## src/rtl/hand_sorter.sv

```systemverilog
// Card-hand register file that collects HAND_SIZE cards, then sorts them in place
// with an odd-even transposition network (one phase per clock) and flags duplicates.
module hand_sorter #(
    parameter int HAND_SIZE = 5,
    parameter int CARD_W = 6,
    localparam int AW = $clog2(HAND_SIZE)
) (
    input  logic                                clk,
    input  logic                                rst,
    input  logic                                we,
    input  logic [AW-1:0]                       waddr,
    input  logic [CARD_W-1:0]                   card_in,
    input  logic                                clr,
    input  logic                                desc,
    output logic                                hand_full,
    output logic                                sorting,
    output logic                                sort_done,
    output logic                                dup_found,
    output logic                                addr_err,
    output logic                                wr_rej,
    output logic [HAND_SIZE-1:0][CARD_W-1:0]    hand
);

    typedef enum logic [1:0] {FILL, SORT, DONE} state_t;

    localparam logic [AW:0]   SLOTS      = (AW+1)'(HAND_SIZE);
    localparam logic [AW-1:0] LAST_PHASE = AW'(HAND_SIZE - 1);

    state_t                             state;
    state_t                             state_next;
    logic [HAND_SIZE-1:0]               valid;
    logic [AW-1:0]                      phase;
    logic                               desc_q;
    logic                               addr_ok;
    logic [HAND_SIZE-1:0][CARD_W-1:0]   swapped;

    assign hand_full = &valid;
    assign sorting   = (state == SORT);
    assign sort_done = (state == DONE);
    assign addr_ok   = ({1'b0, waddr} < SLOTS);

    always_ff @(posedge clk) begin
        if (rst) state <= FILL;
        else     state <= state_next;
    end

    always_comb begin
        state_next = state;
        if (clr) begin
            state_next = FILL;
        end else begin
            case (state)
                FILL:    if (hand_full) state_next = SORT;
                SORT:    if (phase == LAST_PHASE) state_next = DONE;
                DONE:    state_next = DONE;
                default: state_next = FILL;
            endcase
        end
    end

    // Even phases pair (0,1),(2,3)..; odd phases pair (1,2),(3,4)..; pairs are disjoint.
    always_comb begin
        swapped = hand;
        for (int i = 0; i < HAND_SIZE - 1; i++) begin
            if ((i % 2 == 1) == phase[0]) begin
                if (desc_q ? (hand[i] < hand[i+1]) : (hand[i] > hand[i+1])) begin
                    swapped[i]   = hand[i+1];
                    swapped[i+1] = hand[i];
                end
            end
        end
    end

    always_comb begin
        dup_found = 1'b0;
        if (state == DONE) begin
            for (int i = 0; i < HAND_SIZE - 1; i++) begin
                if (hand[i] == hand[i+1]) dup_found = 1'b1;
            end
        end
    end

    always_ff @(posedge clk) begin
        if (rst) begin
            hand     <= '0;
            valid    <= '0;
            phase    <= '0;
            desc_q   <= 1'b0;
            addr_err <= 1'b0;
            wr_rej   <= 1'b0;
        end else begin
            addr_err <= 1'b0;
            wr_rej   <= 1'b0;
            if (clr) begin
                hand  <= '0;
                valid <= '0;
                phase <= '0;
            end else begin
                case (state)
                    FILL: begin
                        if (hand_full) begin
                            // Hand is closed on this edge: latch order, reject any write.
                            desc_q <= desc;
                            phase  <= '0;
                            if (we) wr_rej <= 1'b1;
                        end else if (we) begin
                            if (addr_ok) begin
                                for (int i = 0; i < HAND_SIZE; i++) begin
                                    if (waddr == AW'(i)) begin
                                        hand[i]  <= card_in;
                                        valid[i] <= 1'b1;
                                    end
                                end
                            end else begin
                                addr_err <= 1'b1;
                            end
                        end
                    end
                    SORT: begin
                        hand  <= swapped;
                        phase <= phase + AW'(1);
                        if (we) wr_rej <= 1'b1;
                    end
                    DONE: begin
                        if (we) wr_rej <= 1'b1;
                    end
                    default: ;
                endcase
            end
        end
    end

endmodule

```

## config.mk

```make
export PLATFORM = sky130hd
export DESIGN_NAME = hand_sorter
export DESIGN_NICKNAME = d
export VERILOG_FILES = /design/src/rtl/hand_sorter.sv
export SDC_FILE = /design/constraint.sdc
export NUM_CORES = 1
export LEC_CHECK = 0
export CORE_MARGIN = 2
export CORE_UTILIZATION = 45
export CTS_CLUSTER_DIAMETER = 40
export CTS_CLUSTER_SIZE = 14
export DETAILED_ROUTE_END_ITERATION = 16
export HOLD_SLACK_MARGIN = 0.08
export PLACE_DENSITY = 0.78
export SKIP_LAST_GASP = 1
export SLEW_MARGIN = 25
export SYNTH_ARGS = -nofsm -noshare
export SYNTH_HDL_FRONTEND = slang
export SYNTH_SLANG_ARGS = --single-unit
```

## constraint.sdc

```tcl
create_clock -name clk -period 2.5 [get_ports clk]
set_clock_uncertainty 0.2 [all_clocks]
set_input_delay 0.5 -clock clk [delete_from_list [all_inputs] [get_ports clk]]
set_output_delay 0.5 -clock clk [all_outputs]
set_load 0.05 [all_outputs]
```

======== Yosys cells after proc, flatten, opt, wreduce, memory -nomap -nowiden ========
Cells that the tools add are included.
operators by class
  eq/ne operators ......................... 25
  order comparisons ....................... 9
  reductions and logical operators ........ 20
  mux-type cells .......................... 35
  bitwise logic cells ..................... 4
  $add $sub $neg .......................... 1
operators by type and width
  operator                                                         count
  12-bit two-way mux                                               8
  30-bit two-way mux                                               3
  30-bit case mux with 2 select lines                              1
  5-bit AND reduction                                              9
  6-bit two-way mux                                                5
  6-bit == test                                                    4
  6-bit greater-than comparator                                    4
  6-bit < comparator                                               4
  7-bit AND reduction                                              3
  2-bit != test, second input constant                             10
  1-bit two-way mux                                                12
  2-bit by 1-bit != test with 1-bit output, second input constant  4
  3-bit by 2-bit == test with 1-bit output, second input constant  2
  3-bit == test, second input constant                             2
  2-bit case mux with 3 select lines                               1
  3-bit case mux with 2 select lines                               1
  5-bit OR reduction                                               1
  2-bit two-way mux                                                2
  1-bit inverter                                                   4
  2-bit AND reduction                                              2
  2-bit OR reduction                                               2
  3-bit by 1-bit adder with 3-bit output, second input constant    1
  3-bit by 1-bit == test with 1-bit output, second input constant  1
  3-bit zero test                                                  1
  other kinds (7)                                                  7
storage, ports and cells
  bits of input ports ..................... 14
  logic and storage cells ................. 109
  register bits after elaboration ......... 43
  output and inout bits ................... 36

======== Depth between registers and ports, before layout ========
  depth after elaboration ................. 11
  gate-level depth with buffers ........... 11

======== Worst setup path after synthesis ========
No wires, ideal clock.
  path kind ............................... reg-to-reg
  from .................................... reg hand[22] (netlist bit)
  to ...................................... reg hand[12] (netlist bit)
  setup slack ............................. -583 ps
  library setup time ...................... 138 ps
  required time ........................... 2162 ps
  arrival ................................. 2745 ps
  clock period less this slack ............ 3083 ps
  cell stages (with the launch flop) ...... 9
  path buffers ............................ 0
  cell sequence ........................... dfxtp_1 inv_1 ha_1 a21oi_1 nand2_1 a211oi_1 mux2i_1 nor2b_1 a221oi_1
between the ends
  longest elaborated chain between the ends .. 5
RTL lines
  item                                                                        line  source
  from (decl)                                                                 21    output logic [HAND_SIZE-1:0][CARD_W-1:0] hand
  from (signal, indexed assignment)                                           110   hand[i] <= card_in;
  from (signal assigned)                                                      120   hand <= swapped;
  6-bit greater-than comparator / 6-bit < comparator (equally long branches)  66    if (desc_q ? (hand[i] < hand[i+1]) : (hand[i] > hand[i+1])) begin
  1-bit two-way mux *                                                         66
  12-bit two-way mux *                                                        66
  12-bit two-way mux *                                                        65    if ((i % 2 == 1) == phase[0]) begin
  30-bit case mux with 2 select lines *                                       99    case (state)
Mark *: on every way between the ends. The rest lies on a longest branch, timed or not.
A chain may end at the register's enable or synchronous reset.

======== Worst setup path after layout ========
  from .................................... reg hand[21] (netlist bit)
  to ...................................... out dup_found
between the ends
  longest elaborated chain between the ends .. 4
RTL lines
  item                 line  source
  6-bit == test        78    if (hand[i] == hand[i+1]) dup_found = 1'b1;
  1-bit two-way mux    78
  1-bit two-way mux *  78
  1-bit two-way mux *  76    if (state == DONE) begin
  to (decl)            18    output logic dup_found,
Marks and branches as above.

==> impl_table.tex <==
\begin{tabular}{lr}
\hline
Metric & Value \\
\hline
\multicolumn{2}{l}{\textbf{Power and ir drop}} \\
\quad Worst vdd ir & between 0.0002 and 0.00025 V \\
\quad Total Power Consumption & 1.527 mW \\
\quad P\_leak & 1.871 nW \\
\quad Power density cells & 295.2 nW/um2 \\
\multicolumn{2}{l}{\textbf{CTS}} \\
\quad TritonCTS clock tree & done \\
\quad CTS clock-pin slew for the worst setup and hold paths & approximately 90 ps \\
\quad Root buffer cell & sky130\_fd\_sc\_hd\_\_clkbuf\_8 \\
\quad Maximum count of clock buffers along a single path & 2 \\
\quad H-tree levels & 2 \\
\quad Clock latency reported for the late side of the worst-skew pair & approximately 310 ps \\
\quad Number of clock sinks & 43 \\
\quad Number of CTS-inserted buffers & 5 \\
\multicolumn{2}{l}{\textbf{GRT}} \\
\quad Global-route wire length before repair & 18510 um \\
\quad Total global routing overflow & 0 \\
\quad Antenna violations before repair & 0 \\
\quad Largest net degree at the start of global routing & 24 \\
\quad Via count of the first global-routing pass & 3825 \\
\quad Global-route total usage across every layer & 27.20\% \\
\multicolumn{2}{l}{\textbf{Detailed routing}} \\
\quad Aggregate routed wire length & about 12000 um \\
\quad Highest metal used & met4 \\
\quad Via-to-Cell Ratio & 6.326 \\
\quad Routed length on met2 & 5977 um \\
\quad Drt pass-1 iters & 6 \\
\quad Starting DRT DRC Count & 325 \\
\quad Post-route ant nets & 0 \\
\quad Routed length on met3 & 809 um \\
\quad Detail-routed net length per standard cell & 19.06 um \\
\quad Wire length on met1 & 5047 um \\
\quad Number of vias after detailed routing & 4093 \\
\quad DRC violation count after routing & 0 \\
\multicolumn{2}{l}{\textbf{Logic synthesis}} \\
\quad Proportion of synthesized chip area in sequential cells & 24.89\% \\
\quad Number of unique standard cell types used by synthesis & 56 \\
\quad Cell type with the highest aggregate area in the netlist & sky130\_fd\_sc\_hd\_\_dfxtp\_1 \\
\quad Number of storage elements in the synthesis netlist & 43 \\
\quad Total standard cell area after synthesis & about 3500 um2 \\
\quad Leading cell types by total area after synthesis & sky130\_fd\_sc\_hd\_\_dfxtp\_1, sky130\_fd\_sc\_hd\_\_ha\_1, sky130\_fd\_sc\_hd\_\_mux2i\_1, sky130\_fd\_sc\_hd\_\_inv\_1, sky130\_fd\_sc\_hd\_\_a21oi\_1 \\
\quad Warning count from the yosys run & 0 \\
\quad Top flip-flop cell by instance count after synthesis & sky130\_fd\_sc\_hd\_\_dfxtp\_1 \\
\quad Mapped Avg Cell Area & 7.860 um2 \\
\quad Share of the synthesized area in the top cell type & about a quarter \\
\quad Synthesized net count & 484 \\
\quad Cells after Synth & 440 \\
\quad Number of enable-type register cells in the synthesized netlist & 0 \\
\quad Fraction of registers with async set/reset & 0\% \\
\multicolumn{2}{l}{\textbf{Critical path}} \\
\quad Critical path's slowest cell & sky130\_fd\_sc\_hd\_\_dfxtp\_4 \\
\quad Buffers plus inverters on the worst setup path & 1 \\
\quad Worst EP arrival & 1870 ps \\
\quad Critical Path Source Type & register \\
\quad Critical path endpoint category & output pin \\
\quad Critical Path Fanout Max & 7 \\
\quad Critical Path Max Stage Delay & 380 ps \\
\quad Crit path required time & 1800 ps \\
\quad Family with the most delay on the worst path & flip-flops \\
\quad Crit path cell chain & ha\_1, and4\_4, and2\_1, o31a\_2, buf\_8 \\
\quad Critical path start-end classification & reg -> out \\
\multicolumn{2}{l}{\textbf{Place}} \\
\quad Final weighted congestion in routability-driven placement & 1.024 \\
\quad \# port buffers & 49 \\
\quad Half-perimeter wire length after placement & 8509 um \\
\quad Placed instance area & between 4000 and 5000 um2 \\
\multicolumn{2}{l}{\textbf{Cells and area}} \\
\quad Most common library cell in the layout ignoring fill and taps & sky130\_fd\_sc\_hd\_\_buf\_4 \\
\quad Final core occ & 70.54\% \\
\quad Post-route cell area & 5171 um2 \\
\quad Ant diodes & 0 \\
\quad Synthesis-to-layout area growth & 49.53\% \\
\quad Fill cell count & 560 \\
\quad \# nets final & 591 \\
\quad Fraction of layout instances using a drive strength above 1 & 33.94\% \\
\quad Most frequent cells in the layout & sky130\_fd\_sc\_hd\_\_buf\_4, sky130\_fd\_sc\_hd\_\_clkdlybuf4s50\_1, sky130\_fd\_sc\_hd\_\_inv\_1, sky130\_fd\_sc\_hd\_\_nor2\_1 \\
\multicolumn{2}{l}{\textbf{STA}} \\
\quad Final-report max-slew violation count & 0 \\
\quad Upper clock frequency limit & between 0.3 and 0.4 GHz \\
\quad Least-Margin Pin Slew & 642.1 ps \\
\quad Worst slew slack as a fraction of its limit & between 50 and 60\% \\
\quad Period minus WS final & 2566 ps \\
\quad Min setup slack post-route & -66.48 ps \\
\quad Setup repair after global routing missed its margin & true \\
\quad Hold Fails Final Rpt & 0 \\
\quad Final clock period utilization by the worst path & 102.7\% \\
\quad Final setup violating endpoints & 4 \\
\multicolumn{2}{l}{\textbf{Floorplan}} \\
\quad Number of rows in the core area & 31 \\
\quad Die Wd & a little over 90 um \\
\quad Starting Density & 47.18\% \\
\quad Area of the placeable core & between 7000 and 8000 um2 \\
\quad Floorplan die area & 8402 um2 \\
\quad I/O pins & 50 \\
\quad Die H & about 92 um \\
\multicolumn{2}{l}{\textbf{Worst hold path}} \\
\quad Min-Delay Path Class & reg -> reg \\
\multicolumn{2}{l}{\textbf{Status}} \\
\quad Outcome & complete, but fails checks \\
\quad Violations in the final reports & setup timing \\
\multicolumn{2}{l}{\textbf{Flow run}} \\
\quad Maximum capacitance violations & 0 \\
\hline
\end{tabular}
-- through the flow --
stage / setup TNS [ps] / instances / hold WS, ps / setup slack [ps]
after global routing: -822.2 / 647 / 312.2 / -130.8
after global placement: -1009 / 614 / 250.1 / -94.09
after floorplan: -487.5 / 440 / 234.8 / -93.46
after detailed placement: -1994 / 614 / 257.9 / -167.7
after CTS: -136.8 / 634 / 271.0 / -81.38
final: -106.4 / 647 / 266.9 / -66.48
-- synthesized netlist by cell type, types with 6 or more instances --
master and n:
sky130_fd_sc_hd__dfxtp_1 43, sky130_fd_sc_hd__inv_1 42, sky130_fd_sc_hd__nor2_1 34, sky130_fd_sc_hd__a21oi_1 31
sky130_fd_sc_hd__ha_1 30, sky130_fd_sc_hd__nand2_1 30, sky130_fd_sc_hd__nand3_1 25, sky130_fd_sc_hd__mux2i_1 22
sky130_fd_sc_hd__clkbuf_1 20, sky130_fd_sc_hd__o31ai_1 16, sky130_fd_sc_hd__o21ai_0 15, sky130_fd_sc_hd__a211oi_1 14
sky130_fd_sc_hd__o211ai_1 8, sky130_fd_sc_hd__a221oi_1 7, sky130_fd_sc_hd__nor2b_1 7, sky130_fd_sc_hd__a2111oi_0 6
sky130_fd_sc_hd__a2bb2oi_1 6, sky130_fd_sc_hd__a31oi_1 6, sky130_fd_sc_hd__o221ai_1 6, sky130_fd_sc_hd__o311ai_0 6
-- report_power, final --
part           total [mW]  switching [mW]  internal, mW
combinational       0.351           0.185         0.166
sequential          0.683         0.00869         0.675
clock               0.492           0.265         0.227
-- layout make-up --
cell class              instances  area (um2)  area share, %
well taps                      99       123.9          2.395
multi-input cells             327        2688          51.97
clock inverters                 1       8.758         0.1694
inverters                      44       181.4          3.508
flip-flops and latches         43       940.9          18.20
repair buffers                126        1142          22.09
clock buffers                   7       86.33          1.669
-- registers in the layout, summed over array words and instances, names as in the netlist --
signal    count
hand         30
wr_rej        1
phase         3
addr_err      1
state         2
desc_q        1
valid         5
-- per-layer routing --
layer / vias to the layer above / track usage (%)
li1: 1874 / -
met2: 199 / 44.61
met5: - / 0
met4: 0 / 12.25
met3: 51 / 3.862
met1: 1969 / 35.36
-- path summary, 6_finish.rpt --
check	endpoint	depth (start not counted)	start	slack, ps
worst max-delay path	dup_found	5	hand[21]	-70
worst min-delay path	valid[2]	2	valid[2]	270
worst max register to register	hand[11]	11	hand[17]	-10
worst min register to register	valid[2]	2	valid[2]	270
-- worst register-to-register path, stage by stage (launching register included) --
cell and delay, ps:
sky130_fd_sc_hd__dfxtp_4 370, sky130_fd_sc_hd__inv_4 40, sky130_fd_sc_hd__ha_4 230, sky130_fd_sc_hd__and4_4 200
sky130_fd_sc_hd__buf_6 120, sky130_fd_sc_hd__buf_4 130, sky130_fd_sc_hd__buf_4 150, sky130_fd_sc_hd__a2111oi_1 390
sky130_fd_sc_hd__o31ai_1 190, sky130_fd_sc_hd__o221ai_1 160, sky130_fd_sc_hd__o21ai_1 130, sky130_fd_sc_hd__a2bb2oi_2 150
-- kinds of logic after synthesis --
group	synth area share (%)
AOI/OAI and AO/OA	30.86
muxes	7.670
buffers and inverters	8.321
xor gates and xnor gates	0.2533
adders and majority gates	10.85
and+or+nand+nor	17.15
DFF	24.89
-- timing repair --
| action | CTS | global route |
|---|---|---|
| hold buffers | 0 | 0 |
| endpoints found under the setup margin | 7 | 31 |
| pin swaps | 7 | 24 |
| resized for setup | 16 | 54 |
| gates cloned | 0 | 2 |
| setup buffers | 12 | 12 |
Power figures use the tool's default switching activity.
